--- src/rtl/charmatrix_scan.sv ---
// 5x7 character bitmap scanner: pending buffer, tear-free frame-boundary swap, row multiplexing with blanking.
// Latency: outputs registered one cycle after the scan counters; a new bitmap shows in the frame after the next swap.
// Backpressure: bitmap_ready drops while a bitmap is pending and rises the cycle after the swap. Macro CHARMATRIX_DIM_EN adds brightness dimming.
module charmatrix_scan #(
   parameter int DWELL_CYCLES = 1024,
   parameter int BLANK_CYCLES = 2
) (
   input  logic        clk,
   input  logic        rst_n,
   input  logic [34:0] bitmap_in,
   input  logic        bitmap_valid,
   output logic        bitmap_ready,
`ifdef CHARMATRIX_DIM_EN
   input  logic [2:0]  brightness,
`endif
   output logic [6:0]  row_sel,
   output logic [4:0]  col_data,
   output logic        frame_tick
);

   localparam int DW = (DWELL_CYCLES > 1) ? $clog2(DWELL_CYCLES) : 1;
   localparam logic [DW-1:0] DLAST = DW'(DWELL_CYCLES - 1);
   localparam logic [DW-1:0] BLANK = DW'(BLANK_CYCLES);

   logic [DW-1:0] dwell;
   logic [2:0]    row;
   logic [34:0]   display;
   logic [34:0]   pending;
   logic          last_dwell;
   logic          swap;
   logic          lit;
   logic [4:0]    row_bits;

   assign last_dwell = (dwell == DLAST);
   assign swap       = last_dwell && (row == 3'd6);

`ifdef CHARMATRIX_DIM_EN
   // PWM within the row: top three dwell bits against the requested level.
   assign lit = (dwell >= BLANK) && (dwell[DW-1 -: 3] <= brightness);
`else
   assign lit = (dwell >= BLANK);
`endif

   always_comb begin
      row_bits = 5'd0;
      case (row)
         3'd0:    row_bits = display[34:30];
         3'd1:    row_bits = display[29:25];
         3'd2:    row_bits = display[24:20];
         3'd3:    row_bits = display[19:15];
         3'd4:    row_bits = display[14:10];
         3'd5:    row_bits = display[9:5];
         3'd6:    row_bits = display[4:0];
         default: row_bits = 5'd0;
      endcase
   end

   always_ff @(posedge clk or negedge rst_n) begin
      if (!rst_n) begin
         dwell        <= '0;
         row          <= 3'd0;
         display      <= 35'd0;
         pending      <= 35'd0;
         bitmap_ready <= 1'b1;
         row_sel      <= 7'd0;
         col_data     <= 5'd0;
         frame_tick   <= 1'b0;
      end else begin
         if (last_dwell) begin
            dwell <= '0;
            row   <= (row == 3'd6) ? 3'd0 : row + 3'd1;
         end else begin
            dwell <= dwell + 1'b1;
         end

         frame_tick <= swap;
         row_sel    <= lit ? (7'd1 << row) : 7'd0;
         col_data   <= lit ? row_bits : 5'd0;

         // bitmap_ready doubles as the pending-empty flag, so swap and accept never overlap.
         if (swap && !bitmap_ready) begin
            display      <= pending;
            bitmap_ready <= 1'b1;
         end else if (bitmap_valid && bitmap_ready) begin
            pending      <= bitmap_in;
            bitmap_ready <= 1'b0;
         end
      end
   end

endmodule

--- config.mk ---
export PLATFORM = sky130hd
export DESIGN_NAME = charmatrix_scan
export DESIGN_NICKNAME = d
export VERILOG_FILES = /design/src/rtl/charmatrix_scan.sv
export SDC_FILE = /design/constraint.sdc
export NUM_CORES = 1
export LEC_CHECK = 0
export ABC_AREA = 1
export CAP_MARGIN = 20
export CORE_MARGIN = 2
export CORE_UTILIZATION = 56
export CTS_CLUSTER_DIAMETER = 100
export DETAILED_ROUTE_END_ITERATION = 8
export MAX_ROUTING_LAYER = met4
export PLACE_DENSITY = 0.8
export SLEW_MARGIN = 30
export SYNTH_ARGS = -nofsm -noshare
export SYNTH_HDL_FRONTEND = slang
export SYNTH_SLANG_ARGS = --single-unit
export TNS_END_PERCENT = 30
--- constraint.sdc ---
create_clock -name clk -period 2.9 [get_ports clk]
set_clock_uncertainty 0.05 [all_clocks]
set_input_delay 0.87 -clock clk [delete_from_list [all_inputs] [get_ports clk]]
set_output_delay 0.87 -clock clk [all_outputs]
set_load 0.01 [all_outputs]
==> results of run 1 <==
-- flip-flops by register name, summed over array words and instances, names as in the netlist --
register / flops
pending: 35
dwell: 10
row: 3
bitmap_ready: 1
col_data: 5
display: 35
row_sel: 7
frame_tick: 1
-- cells by family after synthesis --
kind of cell             Yosys count
XOR/XNOR                           3
buffers and inverters             42
flip-flops                        97
multiplexers                      35
adder cells (fa/ha/maj)            3
AO/OA/AOI/OAI                     14
AND/OR/NAND/NOR                  219
-- area by class of cell --
class,instances,share of cell area (%)
clock buffers,11,3.05
well taps,99,2.50
inverters,22,1.67
flip-flops and latches,97,49.0
repair buffers,54,11.0
multi-input cells,274,31.3
clock inverters,4,1.54
-- stage by stage --
stage               hold slack [ns]  power (W)
CTS                           0.431    0.00257
finish                        0.429    0.00256
global route                  0.457    0.00265
floorplan                     0.392    0.00150
detailed placement            0.409    0.00160
global placement              0.407    0.00159
-- metal layers --
metal | up-vias | part of all wire [%] | GRT usage [%]
li1 | 1453 | - | -
met1 | 1471 | 44 | 28.8
met5 | - | 0 | -
met4 | 0 | 2.1 | 9.74
met2 | 82 | 50 | 35.9
met3 | 12 | 3.8 | 3.51
-- path summary, 6_finish.rpt --
check | start | endpoint | slack (ns) | cells after the start
max | bitmap_ready | bitmap_ready | 0.51 | 1
min | display[2] | display[2] | 0.43 | 2
max reg2reg | row[2] | display[6] | 0.77 | 6
min reg2reg | display[2] | display[2] | 0.43 | 2
max in group asynchronous | rst_n | pending[19] | 1.67 | 2
min in group asynchronous | rst_n | pending[24] | 0.48 | 1
-- synthesized netlist by cell type (3+ instances only) --
cell	n	area [um2]
nand2_1	106	398
dfrtp_1	96	2400
nand3_1	50	250
mux2_2	35	394
nor2_1	33	124
inv_1	18	67.6
nand4_1	17	106
clkbuf_1	8	30.0
a21oi_1	7	35.0
buf_6	6	67.6
o21ai_0	6	30.0
buf_2	5	25.0
inv_2	4	15.0
ha_1	3	37.5
-- power breakdown --
group	internal, W	switching [W]
clock	0.000530	0.000460
sequential	0.00141	0.0000301
combinational	0.0000849	0.0000446
==> impl_metrics.csv, run 1 <==
group,metric,value,unit
sta,setup_ws,0.512,ns
cts,clock-root-buffer,"clkbuf_8",
finish,final_cell_mix,"nand2_1 (106), dfrtp_1 (96), nand3_1 (50), clkdlybuf4s50_1 (50), mux2_2 (35)",
finish,multi_input_area,1550,um2
finish,areaGrowthSynthToFinish,18.3,%
job,drv_cap,0,
sta,max_freq,0.419,GHz
critical_path,crit_path_end_kind,"output pin",
synthesis,synth-main-ff-cell,"dfrtp_1",
sta,tns,0,ns
critical_path,critPathBufInv,1,
critical_path,cp.required,1.98,ns
synthesis,async_flop_share,100,%
finish,diodes,0,
cts,post_cts_resized,0,
finish,layoutNonFillerInstCount,561,
synthesis,synth-simple-area-share,24.4,%
synthesis,muxShareOfSynthArea,9.41,%
finish,final_common_cell,"nand2_1",
floorplanning,num_rows,31,
critical_path,critical_path.cell_chain,"clkdlybuf4s50_1",
synthesis,synth_edf_count,0,
floorplanning,die_w,90.5,um
placement,dpl_worst_slack,0.550,ns
grt,track_usage,22.5,%
synthesis,synth_top_family_by_area,"simple AND/OR/NAND/NOR gates",
cts,post_cts_buffers,0,
grt,antenna_found_initial,0,
placement,gp_congestion,0.849,
placement,dpl_cell_area,4730,um2
detailed_routing,routed_wl,8080,um
pwr,vdd_ir_drop_max,308,uV
detailed_routing,drcViolationCount,0,
cts,clk_pin_slew,0.09,ns
synthesis,synth.distinct_cells,29,
synthesis,synth_adder_area_share,0.896,%
worst_hold_path,min_path_type,"reg2reg",
grt,first_global_vias,2969,
critical_path,crit_fanout,3,
cts,ctsHtreeMaxLevel,3,
floorplanning,start_util,57.7,%
detailed_routing,num_vias,3018,
synthesis,netlist_instances,413,
finish,drive_gt1_share,15.2,%
critical_path,cpPeakStageDelay,0.56,ns
finish,nets,499,
detailed_routing,dr.pass1.iters,4,
sta,hold_viol_final,0,
grt,grt.overflow.total,0,
cts,clock_sinks,97,
sta,grt_setup_unrepaired,"no",
critical_path,setup.worst_path.class,"reg2out",
finish,final_util,68.3,%
synthesis,netlist_area,4190,um2
sta,fin_crit_sh,82.3,%
cts,cts_tree,"yes",
grt,grt_max_degree,53,
critical_path,cp.arrival,1.47,ns
critical_path,cp_slowest_cell,"dfstp_2",
sta,fin_crit,2.39,ns
synthesis,syn-num-nets,454,
cts,clkLatencyLatePin,0.37,ns
status,outcome,"finished, final reports clean",
finish,n_fill_cell,562,
floorplanning,fp.dieArea,8190,um2
grt,grt_pass1_wl,14200,um
placement,port_buffers,51,
critical_path,path_delay_family,"flip-flops",
detailed_routing,routed_via_density,5.38,
floorplanning,io_pins,52,
cts,cts_inserted_buffers,9,
detailed_routing,wl_per_cell,14.4,um
synthesis,synth_warnings,0,
sta,relSlewSlack,42.7,%
synthesis,seq_area_frac_synth,58.0,%
cts,clk_path_buf_depth,2,
cts,hold_buffers,0,
synthesis,synth_xor_xnor_area_share,0.627,%
finish,ff_latch_area,2430,um2
pwr,power_density,516,nW/um2
synthesis,ys_ff_latch,97,
floorplanning,die_y,90.5,um
critical_path,startpoint_type,"register",
detailed_routing,drt_iter0_drc,224,
sta,worstMarginPinSlew,0.857,ns
sta,report.final.slew_viol_count,0,
finish,fin_area,4960,um2
pwr,p_leak,2.48,nW
sta,setup_viol,0,
synthesis,synth_compound_area_share,1.67,%
floorplanning,coreArea,7250,um2
placement,post-dp-hpwl,5610,um
detailed_routing,detail-route-antenna-nets,0,
placement,dp_cells,546,
synthesis,syn_avg_cell_area,10.1,um2
(Power assumes the default switching activity.)
==> inputs of run 2 (changes only) <==
--- a/config.mk
+++ b/config.mk
@@ -8,11 +8,11 @@
 export ABC_AREA = 1
 export CAP_MARGIN = 20
 export CORE_MARGIN = 2
-export CORE_UTILIZATION = 56
+export CORE_UTILIZATION = 55
 export CTS_CLUSTER_DIAMETER = 100
 export DETAILED_ROUTE_END_ITERATION = 8
 export MAX_ROUTING_LAYER = met4
-export PLACE_DENSITY = 0.8
+export PLACE_DENSITY = 0.79
 export SLEW_MARGIN = 30
 export SYNTH_ARGS = -nofsm -noshare
 export SYNTH_HDL_FRONTEND = slang
==> constraint.sdc (replaced) <==
create_clock -name clk -period 2.2 [get_ports clk]
set_clock_uncertainty 0.05 [all_clocks]
set_input_delay 0.66 -clock clk [delete_from_list [all_inputs] [get_ports clk]]
set_output_delay 0.66 -clock clk [all_outputs]
set_load 0.01 [all_outputs]
==> impl_metrics.csv, run 2 (same netlist as run 1, synthesis figures left out) <==
group,metric,value,unit
critical_path,setup.worst_path.class,"reg2out",
critical_path,startpoint_type,"register",
critical_path,cp.arrival,1.22,ns
detailed_routing,routed_wl,8020,um
sta,max_freq,0.519,GHz
detailed_routing,dr.pass1.iters,5,
critical_path,crit_path_end_kind,"output pin",
placement,post-dp-hpwl,5690,um
cts,clock-root-buffer,"clkbuf_8",
pwr,p_switching,0.000711,W
cts,clock_sinks,97,
pwr,seq_power_share,58.5,%
grt,antenna_found_initial,0,
critical_path,crit_fanout,1,
floorplanning,num_rows,31,
pwr,power_frac_comb,5.4,%
finish,ff_latch_area,2430,um2
cts,ctsHtreeMaxLevel,3,
finish,multi_input_area,1550,um2
detailed_routing,drcViolationCount,0,
cts,clkLatencyLatePin,0.36,ns
floorplanning,die_w,91.3,um
floorplanning,die_y,91.3,um
cts,post_cts_resized,0,
floorplanning,io_pins,52,
critical_path,cp_slowest_cell,"clkdlybuf4s50_1",
cts,clk_path_buf_depth,2,
critical_path,path_delay_family,"buffers and inverters",
finish,largestRegisters,"display (35), pending (35), dwell (10)",
detailed_routing,detail-route-antenna-nets,0,
sta,worstMarginPinSlew,0.512,ns
finish,drive_gt1_share,16.6,%
finish,diodes,0,
placement,port_buffers,51,
sta,setup_viol,0,
cts,cts_inserted_buffers,9,
critical_path,critPathBufInv,1,
pwr,p_leak,2.53,nW
finish,n_fill_cell,569,
sta,whs,0.147,ns
finish,final_cell_mix,"nand2_1 (106), dfrtp_1 (96), nand3_1 (50), clkdlybuf4s50_1 (49), mux2_2 (35)",
status,outcome,"finished, final reports clean",
finish,final_common_cell,"nand2_1",
grt,track_usage,22.0,%
worst_hold_path,min_path_type,"in2async",
critical_path,cpPeakStageDelay,0.53,ns
floorplanning,coreArea,7330,um2
finish,nets,506,
detailed_routing,num_vias,3012,
finish,areaGrowthSynthToFinish,19.7,%
floorplanning,fp.dieArea,8330,um2
sta,report.final.slew_viol_count,0,
critical_path,critical_path.cell_chain,"clkdlybuf4s50_1",
cts,clk_pin_slew,0.09,ns
cts,post_cts_buffers,0,
detailed_routing,drt_iter0_drc,158,
grt,grt.overflow.total,0,
sta,grt_setup_unrepaired,"no",
floorplanning,start_util,57.1,%
sta,tns,0,ns
sta,fin_crit,1.93,ns
grt,first_global_vias,3095,
pwr,pwr-share-clk,36.1,%
grt,grt_max_degree,43,
sta,hold_viol_final,0,
cts,cts_tree,"yes",
sta,relSlewSlack,65.9,%
pwr,power_density,646,nW/um2
placement,gp_congestion,0.863,
grt,grt_pass1_wl,14300,um
job,drv_cap,0,
pwr,swShare,22.0,%
pwr,p_int,0.00253,W
pwr,vdd_ir_drop_max,374,uV
detailed_routing,routed_via_density,5.29,
cts,hold_buffers,0,
detailed_routing,wl_per_cell,14.1,um
sta,fin_crit_sh,87.6,%
critical_path,cp.required,1.49,ns
-- run 2: layer usage --
| metal | GRT usage (%) | vias up | share of wire (%) |
|---|---|---|---|
| li1 | - | 1466 | - |
| met1 | 29.0 | 1433 | 44 |
| met2 | 34.7 | 98 | 49 |
| met3 | 4.90 | 15 | 5.6 |
| met4 | 6.57 | 0 | 1.8 |
| met5 | - | - | 0 |
-- run 2: cell type report --
| class | count | area share [%] |
|---|---|---|
| clock buffers | 10 | 2.75 |
| flip-flops and latches | 97 | 48.4 |
| multi-input cells | 274 | 30.9 |
| well taps | 99 | 2.47 |
| repair buffers | 61 | 12.4 |
| clock inverters | 6 | 1.35 |
| inverters | 22 | 1.65 |
-- run 2: power by group through the flow --
stage	sequential, W	clock [W]	combinational (W)
6_report	0.00190	0.00117	0.000174
5_1_grt	0.00190	0.00127	0.000194
4_1_cts	0.00190	0.00119	0.000181
3_5_place_dp	0.00193	0	0.000180
3_3_place_gp	0.00193	0	0.000170
2_1_floorplan	0.00192	0	0.0000637
-- run 2: stage by stage --
step / instance area (um2) / setup WS [ns] / util, % / instances / power, W
after floorplan: 4190 / 0.609 / - / 413 / 0.00198
after global placement: 4810 / 0.259 / 65.6 / 553 / 0.00210
after detailed placement: 4810 / 0.198 / 65.6 / 553 / 0.00211
after CTS: 5010 / 0.0203 / 68.4 / 569 / 0.00327
after global routing: 5010 / 0.0916 / 68.4 / 569 / 0.00337
final: 5010 / 0.273 / 68.4 / 569 / 0.00324
-- run 2: path summary, 6_finish.rpt --
| kind | cells past startpoint | slack (ns) | to | from |
|---|---|---|---|---|
| worst max-delay path | 1 | 0.27 | col_data[3] | col_data[3] |
| worst min-delay path | 1 | 0.15 | pending[26] | rst_n |
| worst max register to register | 8 | 0.29 | display[0] | dwell[1] |
| worst min register to register | 2 | 0.43 | display[31] | display[31] |
| max in group asynchronous | 2 | 1.36 | bitmap_ready | rst_n |
| min in group clk | 2 | 0.43 | display[31] | display[31] |
